File: config.mk
export PLATFORM = sky130hd
export DESIGN_NAME = fft_input_framer
export DESIGN_NICKNAME = d
export VERILOG_FILES = /design/src/rtl/fft_pkg.sv /design/src/rtl/fft_frame_bank.sv /design/src/rtl/fft_input_framer.sv
export SDC_FILE = /design/constraint.sdc
export NUM_CORES = 1
export LEC_CHECK = 0
export BUFFER_PORTS_ARGS = -buffer_cell sky130_fd_sc_hd__buf_4
export CORE_ASPECT_RATIO = 0.7
export CORE_MARGIN = 4
export CORE_UTILIZATION = 62
export CTS_CLUSTER_DIAMETER = 120
export CTS_CLUSTER_SIZE = 12
export DETAILED_ROUTE_END_ITERATION = 8
export PLACE_DENSITY = 0.95
export SYNTH_ARGS = -nofsm -noshare
export SYNTH_HDL_FRONTEND = slang
export SYNTH_SLANG_ARGS = --single-unit
File: constraint.sdc
create_clock -name CLK -period 2.95 [get_ports CLK]
set_input_delay 0.1475 -clock CLK [delete_from_list [all_inputs] [get_ports CLK]]
set_output_delay 0.1475 -clock CLK [all_outputs]
set_load 0.005 [all_outputs]
File: src/rtl/fft_pkg.sv
// Shared types and constants for the FFT input framer.
// The Hann table and helper are only referenced when FFT_FRAMER_HANN_EN is defined.
package fft_pkg;

    localparam int FFT_N = 8;
    localparam int SW    = 12;
    localparam int IDX_W = $clog2(FFT_N);

    typedef logic signed [SW-1:0] sample_t;

    // 8-point Hann window, unsigned Q1.7
    localparam logic [7:0] HANN_COEF [0:FFT_N-1] = '{
        8'd0, 8'd19, 8'd64, 8'd109, 8'd128, 8'd109, 8'd64, 8'd19
    };

    typedef enum logic [1:0] {
        IDLE = 2'd0,
        FIRE = 2'd1,
        WAIT = 2'd2
    } rd_state_t;

    // Coefficient never exceeds 1.0, so the scaled result always fits back in SW bits.
    function automatic sample_t hann_window(input sample_t x, input logic [IDX_W-1:0] slot);
        logic signed [19:0] prod;
        prod = 20'(x) * 20'($signed({1'b0, HANN_COEF[slot]}));
        return sample_t'(prod >>> 7);
    endfunction

endpackage

File: src/rtl/fft_frame_bank.sv
// One FFT_N x SW frame register bank: indexed write port, full parallel read-out.
module fft_frame_bank
    import fft_pkg::*;
(
    input  logic             CLK,
    input  logic             nRESET,
    input  logic             wr_en,
    input  logic [IDX_W-1:0] wr_idx,
    input  sample_t          wr_data,
    output sample_t          rd_data [0:FFT_N-1]
);

    sample_t mem [0:FFT_N-1];

    always_ff @(posedge CLK or negedge nRESET) begin
        if (!nRESET) begin
            for (int i = 0; i < FFT_N; i++) begin
                mem[i] <= '0;
            end
        end else if (wr_en) begin
            mem[wr_idx] <= wr_data;
        end
    end

    assign rd_data = mem;

endmodule

File: src/rtl/fft_input_framer.sv
// Serial-to-parallel ping-pong framer feeding the 8-point FFT stage-1 butterfly.
// Optional Hann windowing on the write path when FFT_FRAMER_HANN_EN is defined.
//
//   state | meaning
//   ------+--------------------------------------------------------------
//   IDLE  | no frame outstanding; swap banks as soon as the write bank fills
//   FIRE  | fft_enable strobe cycle for the freshly swapped read bank
//   WAIT  | frame held for stage 1 until stage1_done
module fft_input_framer
    import fft_pkg::*;
(
    input  logic        CLK,
    input  logic        nRESET,
    input  logic        s_valid,
    output logic        s_ready,
    input  sample_t     s_data,
    output sample_t     frame_out [0:FFT_N-1],
    output logic        fft_enable,
    input  logic        stage1_done,
    output logic        busy,
    output logic [7:0]  frame_count
);

    rd_state_t        state;
    logic             wr_bank;
    logic [IDX_W-1:0] wr_idx;
    logic             wr_full;
    logic             accept;
    logic             last_accept;
    logic             swap;
    sample_t          wr_data;
    sample_t          bank0_q [0:FFT_N-1];
    sample_t          bank1_q [0:FFT_N-1];

    assign s_ready     = !wr_full;
    assign accept      = s_valid && s_ready;
    assign last_accept = accept && (wr_idx == IDX_W'(FFT_N - 1));
    // Swapping on the filling edge itself keeps s_ready high through the swap.
    assign swap        = (state == IDLE) && (wr_full || last_accept);

`ifdef FFT_FRAMER_HANN_EN
    assign wr_data = hann_window(s_data, wr_idx);
`else
    assign wr_data = s_data;
`endif

    fft_frame_bank u_bank0 (
        .CLK     (CLK),
        .nRESET  (nRESET),
        .wr_en   (accept && !wr_bank),
        .wr_idx  (wr_idx),
        .wr_data (wr_data),
        .rd_data (bank0_q)
    );

    fft_frame_bank u_bank1 (
        .CLK     (CLK),
        .nRESET  (nRESET),
        .wr_en   (accept && wr_bank),
        .wr_idx  (wr_idx),
        .wr_data (wr_data),
        .rd_data (bank1_q)
    );

    // Read bank is always the one not being written.
    always_comb begin
        for (int i = 0; i < FFT_N; i++) begin
            frame_out[i] = wr_bank ? bank0_q[i] : bank1_q[i];
        end
    end

    always_ff @(posedge CLK or negedge nRESET) begin
        if (!nRESET) begin
            wr_bank <= 1'b0;
            wr_idx  <= '0;
            wr_full <= 1'b0;
        end else if (swap) begin
            wr_bank <= ~wr_bank;
            wr_idx  <= '0;
            wr_full <= 1'b0;
        end else if (accept) begin
            wr_idx <= wr_idx + IDX_W'(1);
            if (last_accept) begin
                wr_full <= 1'b1;
            end
        end
    end

    always_ff @(posedge CLK or negedge nRESET) begin
        if (!nRESET) begin
            state       <= IDLE;
            fft_enable  <= 1'b0;
            busy        <= 1'b0;
            frame_count <= 8'd0;
        end else begin
            case (state)
                IDLE: begin
                    fft_enable <= 1'b0;
                    busy       <= 1'b0;
                    if (swap) begin
                        state       <= FIRE;
                        fft_enable  <= 1'b1;
                        frame_count <= frame_count + 8'd1;
                    end
                end
                FIRE: begin
                    state      <= WAIT;
                    fft_enable <= 1'b0;
                    busy       <= 1'b1;
                end
                WAIT: begin
                    fft_enable <= 1'b0;
                    if (stage1_done) begin
                        state <= IDLE;
                        busy  <= 1'b0;
                    end
                end
                default: begin
                    state      <= IDLE;
                    fft_enable <= 1'b0;
                    busy       <= 1'b0;
                end
            endcase
        end
    end

endmodule

# [Word-level counts from Yosys, hierarchy flattened]
# Cells that the tools add are included.
[classes] add_sub_neg=2 n_lt_le_gt_ge=2 n_eq_ne=5 n_mux=24 n_bitwise=2 n_reduce_logical=15
[ops] operator="$bwmux W96" n=2
[ops] operator="$mux W12" n=9
[ops] operator="$demux W12 S3" n=1
[ops] operator="$add A8 B1 Y8 const B" n=1
[ops] operator="$logic_and A1 B1 Y1" n=6
[ops] operator="$mux W1" n=6
[ops] operator="$mux W3" n=2
[ops] operator="$pmux W2 S3" n=1
[ops] operator="$reduce_and A2 Y1" n=3
[ops] operator="$ge A4 B4 Y1 const B" n=1
[ops] operator="$lt A4 B1 Y1 const B" n=1
[ops] operator="$mux W2" n=2
[ops] operator="$ne A2 B2 Y1 const B" n=2
[ops] operator="$not A3 Y4" n=1
[ops] operator="$reduce_bool A2 Y1" n=2
[ops] operator="$add A3 B1 Y3 const B" n=1
[ops] operator="$eq A3 B3 Y1 const B" n=1
[ops] operator="$eq A2 B1 Y1 const B" n=1
[ops] operator="$eq A2 B2 Y1 const B" n=1
[ops] operator="$logic_not A1 Y1" n=2
[ops] operator="$logic_not A2 Y1" n=1
[ops] operator="$pmux W1 S2" n=1
[ops] operator="$logic_or A1 B1 Y1" n=1
[ops] operator="$not A1 Y1" n=1
[word_totals] ff_bits=209 inputBits=16 output_inout_bits=107

# [Logic depth before layout (Yosys ltp)]
[depth] word_depth=7 mapped_depth=5

# [Cells and area by module]
# Synthesis repeated with hierarchy kept, for this count alone.
[unflattened] hier_cells=582 hier_area_um2=9238.9
[modules_own_cells] module="fft_frame_bank" n_inst=2 cells_per_inst=208 area_per_inst_um2=3659.8 seq_area_each_um2=2402.3
[modules_own_cells] module="fft_input_framer" n_inst=1 cells_per_inst=166 area_per_inst_um2=1919.3 seq_area_each_um2=425.4

# [Worst setup path before layout]
# OpenSTA, ideal clock, no wires.
[synth_timing] kind="register to register" from="register wr_idx[1]" to="register frame_count[1]" setup_time_ns=0.125 t_arrival_ns=1.597 t_required_ns=2.825 setup_slack_ns=1.228 stages_incl_launch_ff=6 n_path_buf=0 period_less_slack_ns=1.722 cell_sequence="dfrtp_1 ha_1 ha_1 a21oi_1 nor3_2 mux2_2"
[synth_between] elab_chain_len=5
[synth_lines] item="start: declaration" line="fft_input_framer.sv:26" text="logic [IDX_W-1:0] wr_idx;"
[synth_lines] item="start signal: assignment" line="fft_input_framer.sv:82" text="wr_idx <= wr_idx + IDX_W'(1);"
[synth_lines] item="$eq A3 B3 Y1" line="fft_input_framer.sv:37" text="assign last_accept = accept && (wr_idx == IDX_W'(FFT_N - 1));"
[synth_lines] item="$logic_and A1 B1 Y1" line="fft_input_framer.sv:37"
[synth_lines] item="$logic_or A1 B1 Y1" line="fft_input_framer.sv:39" text="assign swap = (state == IDLE) && (wr_full || last_accept);"
[synth_lines] item="$logic_and A1 B1 Y1" line="fft_input_framer.sv:39"
[synth_lines] item="net swap" line="fft_input_framer.sv:30" text="logic swap;"
[synth_lines] item="$reduce_and A2 Y1 (no line)"
[synth_lines] item="end signal: assignment" line="fft_input_framer.sv:103" text="frame_count <= frame_count + 8'd1;"
[synth_lines] item="end: declaration" line="fft_input_framer.sv:21" text="output logic [7:0] frame_count"
# The timed path passes the listed nets, and every way through them passes these cells.
# A chain may end at the register's enable or synchronous reset.

==> flow_summary.toml <==
[placed_design]
dp_hpwl_um = 13700
place_area_um2 = 10200
io_buffer_count = 122
place_congestion = 0.860

[clock_tree]
cts-buffers-inserted = 21
post_cts_buffers = 0
clk_path_buf_depth = 3
cts_root_buffer = "clkbuf_16"
cts_tree = "built"
hold_buffers = 2
cts_max_level = 1
clkLatencyLatePin_ns = 0.48
clkSlewWorstSetupHoldPaths_ns = 0.06
cts_resized = 0
cts_num_sinks = 209

[timing]
setup_tns_ns = 0
setup_viol = 0
slew_headroom_pct = 48.6
period_minus_slack_ns = 2.40
hold_viol_final = 0
fin_crit_sh_pct = 81.4
fin_skew_ns = 0.00844
final_max_slew_viol_count = 0
rsz0062_at_grt = "no"
tightestPinTransition_ns = 0.771
fmax_ghz = 0.416

[synth]
synthSimpleGateAreaFrac_pct = 3.14
synth-compound-area-share_pct = 0.218
synthAdderAreaFrac_pct = 0.408
synthesis.instances = 604
yosys.area.top_type = "dfrtp_1"
synth_fp_nets = 623
ys_seq_area_share_pct = 56.9
yosysTopAreaCellShare_pct = 56.9
synthArstFlopShare_pct = 100
synth-seq-cells = 209
synth_xor_area_share_pct = 0.857
synth_cell_types = 31
netlist_area_um2 = 9200
synth_edf_count = 0
ys.flop_type = "dfrtp_1"
ys_top_cells_by_area = "dfrtp_1, mux2_2, mux2_4"
synth_top_family_by_area = "multiplexers"
ys_warn_count = 0
syn_avg_cell_area_um2 = 15.2
muxShareOfSynthArea_pct = 36.1

[status]
status = "finished clean"

[setup_path]
required_ns = 2.80
endpoint_kind = "output port"
critPathLaunchType = "flip-flop"
arrival_ns = 2.25
crit_path_max_fanout = 47
cpPeakStageDelay_ns = 0.58
cp.depth = 3
crit_slowest_cell = "buf_4"
cp_cell_sequence = "buf_4, mux2_2, buf_4"
r2r_cells = 5
path_delay_family = "buffers and inverters"
path_buf_inv = 2
critical_path_class = "flip-flop to output port"
cpMostUsedCell = "buf_4"

[grt]
antenna_found_initial = 0
grt_use_total_pct = 25.2
grt_pass1_wl_um = 33400
grt_max_degree = 89
grt_pass1_vias = 6063
grt-ovfl-total = 0

[power_and_ir_drop]
comb_power_share_pct = 41.4
switching_share_pct = 30.2
p_int_mw = 8.69
p_per_area_nw_per_um2 = 1160
clockPowerShare_pct = 18.1
p_leak_nw = 5.10
p_sw_mw = 3.76
share_seq_of_total_power_pct = 40.5
vdd.ir_drop.worst_mv = 0.620

[floorplanning]
die_area_um2 = 16900
row_count = 36
ios = 123
fp.dieH_um = 110
core_um2 = 14200
initial_utilization_pct = 64.6
fp.dieW_um = 154

[detailed_routing]
ant_nets = 0
first_pass_iters = 4
drt_wl_total_um = 20800
initialDrtViolationCount = 462
post_drt_wl_per_cell_um = 22.9
drc = 0
vias_per_cell = 5.97
num_vias = 5412

[cells_and_area]
layout_commonest_cell = "mux2_2"
diodes = 0
final_cell_mix = "mux2_2, dfrtp_1, buf_4"
final_layout_size_suffix_gt1_share_pct = 62.8
areaGrowthSynthToFinish_pct = 17.2
fin_nets = 736
finalInstanceArea_um2 = 10800

[job]
maxCapViolCount = 0

[worst_hold_path]
hold_path.class = "input port to flip-flop"
hold_depth = 2
registers in the layout, summed over array words and instances, names as in the netlist, 2 cells and up:
register / cells
wr_idx: 3
u_bank0.rd_data: 96
u_bank1.rd_data: 96
state: 2
frame_count: 8
routing by layer:
layer | global-route usage [%] | routed length, um | share of wire [%] | up-vias
met5 | 0 | 0 | 0 | -
met4 | 6.36 | 443 | 2.1 | 0
met3 | 4.64 | 1120 | 5.4 | 45
met2 | 42.3 | 10100 | 49 | 186
met1 | 34.8 | 9120 | 44 | 2831
li1 | - | - | - | 2350
power by group through the flow:
stage	registers, mW	clock network, mW	logic [mW]
2_1_floorplan	4.66	0	3.15
3_3_place_gp	4.91	0	4.98
3_5_place_dp	5.04	0	5.16
4_1_cts	5.02	2.29	5.22
5_1_grt	5.19	2.42	5.54
6_report	5.04	2.26	5.15
through the flow:
step / utilization (%) / hold WS [ns] / instances / worst slack, ns / power (mW)
after detailed placement: 71.8 / 0.178 / 882 / 0.674 / 10.2
after floorplan: - / -0.148 / 604 / 1.23 / 7.81
after global placement: 71.8 / 0.164 / 882 / 0.732 / 9.88
final: 75.7 / 0.0354 / 907 / 0.548 / 12.5
after CTS: 75.7 / 0.0269 / 907 / 0.556 / 12.5
after global routing: 75.7 / 0.0440 / 907 / 0.481 / 13.1
cells in the mapped netlist (all sizes together) (2+ instances only):
cell and count:
nor3 4, mux2i 3, nand2 11, buf 22, nor2b 3, inv 2, nor4 2, xnor2 2
xor2 7, and3 4, dfrtp 209, nor2 7, and4bb 2, ha 3, nand3 3, mux2 289
nor3b 2, clkbuf 20
final timing paths:
path                                       startpoint                         endpoint  slack [ns]
min in group asynchronous                      nRESET  u_bank0.rd_data[76]$_DFFE_PN0P_        0.24
hold reg to reg            frame_count[7]$_DFFE_PN0P_       frame_count[7]$_DFFE_PN0P_        0.49
setup reg to reg                  wr_bank$_DFFE_PN0P_  u_bank1.rd_data[21]$_DFFE_PN0P_        0.61
max in group asynchronous                      nRESET  u_bank1.rd_data[30]$_DFFE_PN0P_        1.85
setup / recovery                  wr_bank$_DFFE_PN0P_                    frame_out[48]        0.55
hold / removal                              s_data[5]  u_bank1.rd_data[29]$_DFFE_PN0P_        0.04
layout make-up:
cell class	count	area (um2)
Tap cell	190	238
Multi-Input combinational cell	351	3750
Clock inverter	1	8.76
Inverter	2	7.51
Clock buffer	22	529
Timing Repair Buffer	132	1010
Sequential cell	209	5230
Fill cell	844	3450
worst reg2reg max path, delay by kind of cell, from the launching register on:
family,cells,cell delay [ns]
mux,1,0.38
simple gates,2,0.46
flops,1,0.55
buf+inv,2,0.83
kinds of logic (layout without fill, tap and decap cells):
family          Yosys count  in the layout
buf+inv                  44            157
compound gates            3              3
flops                   209            209
mux                     292            292
xor+xnor                  9              9
simple gates             44             44
fa+ha+maj                 3              3
Power figures use the tool's default switching activity.
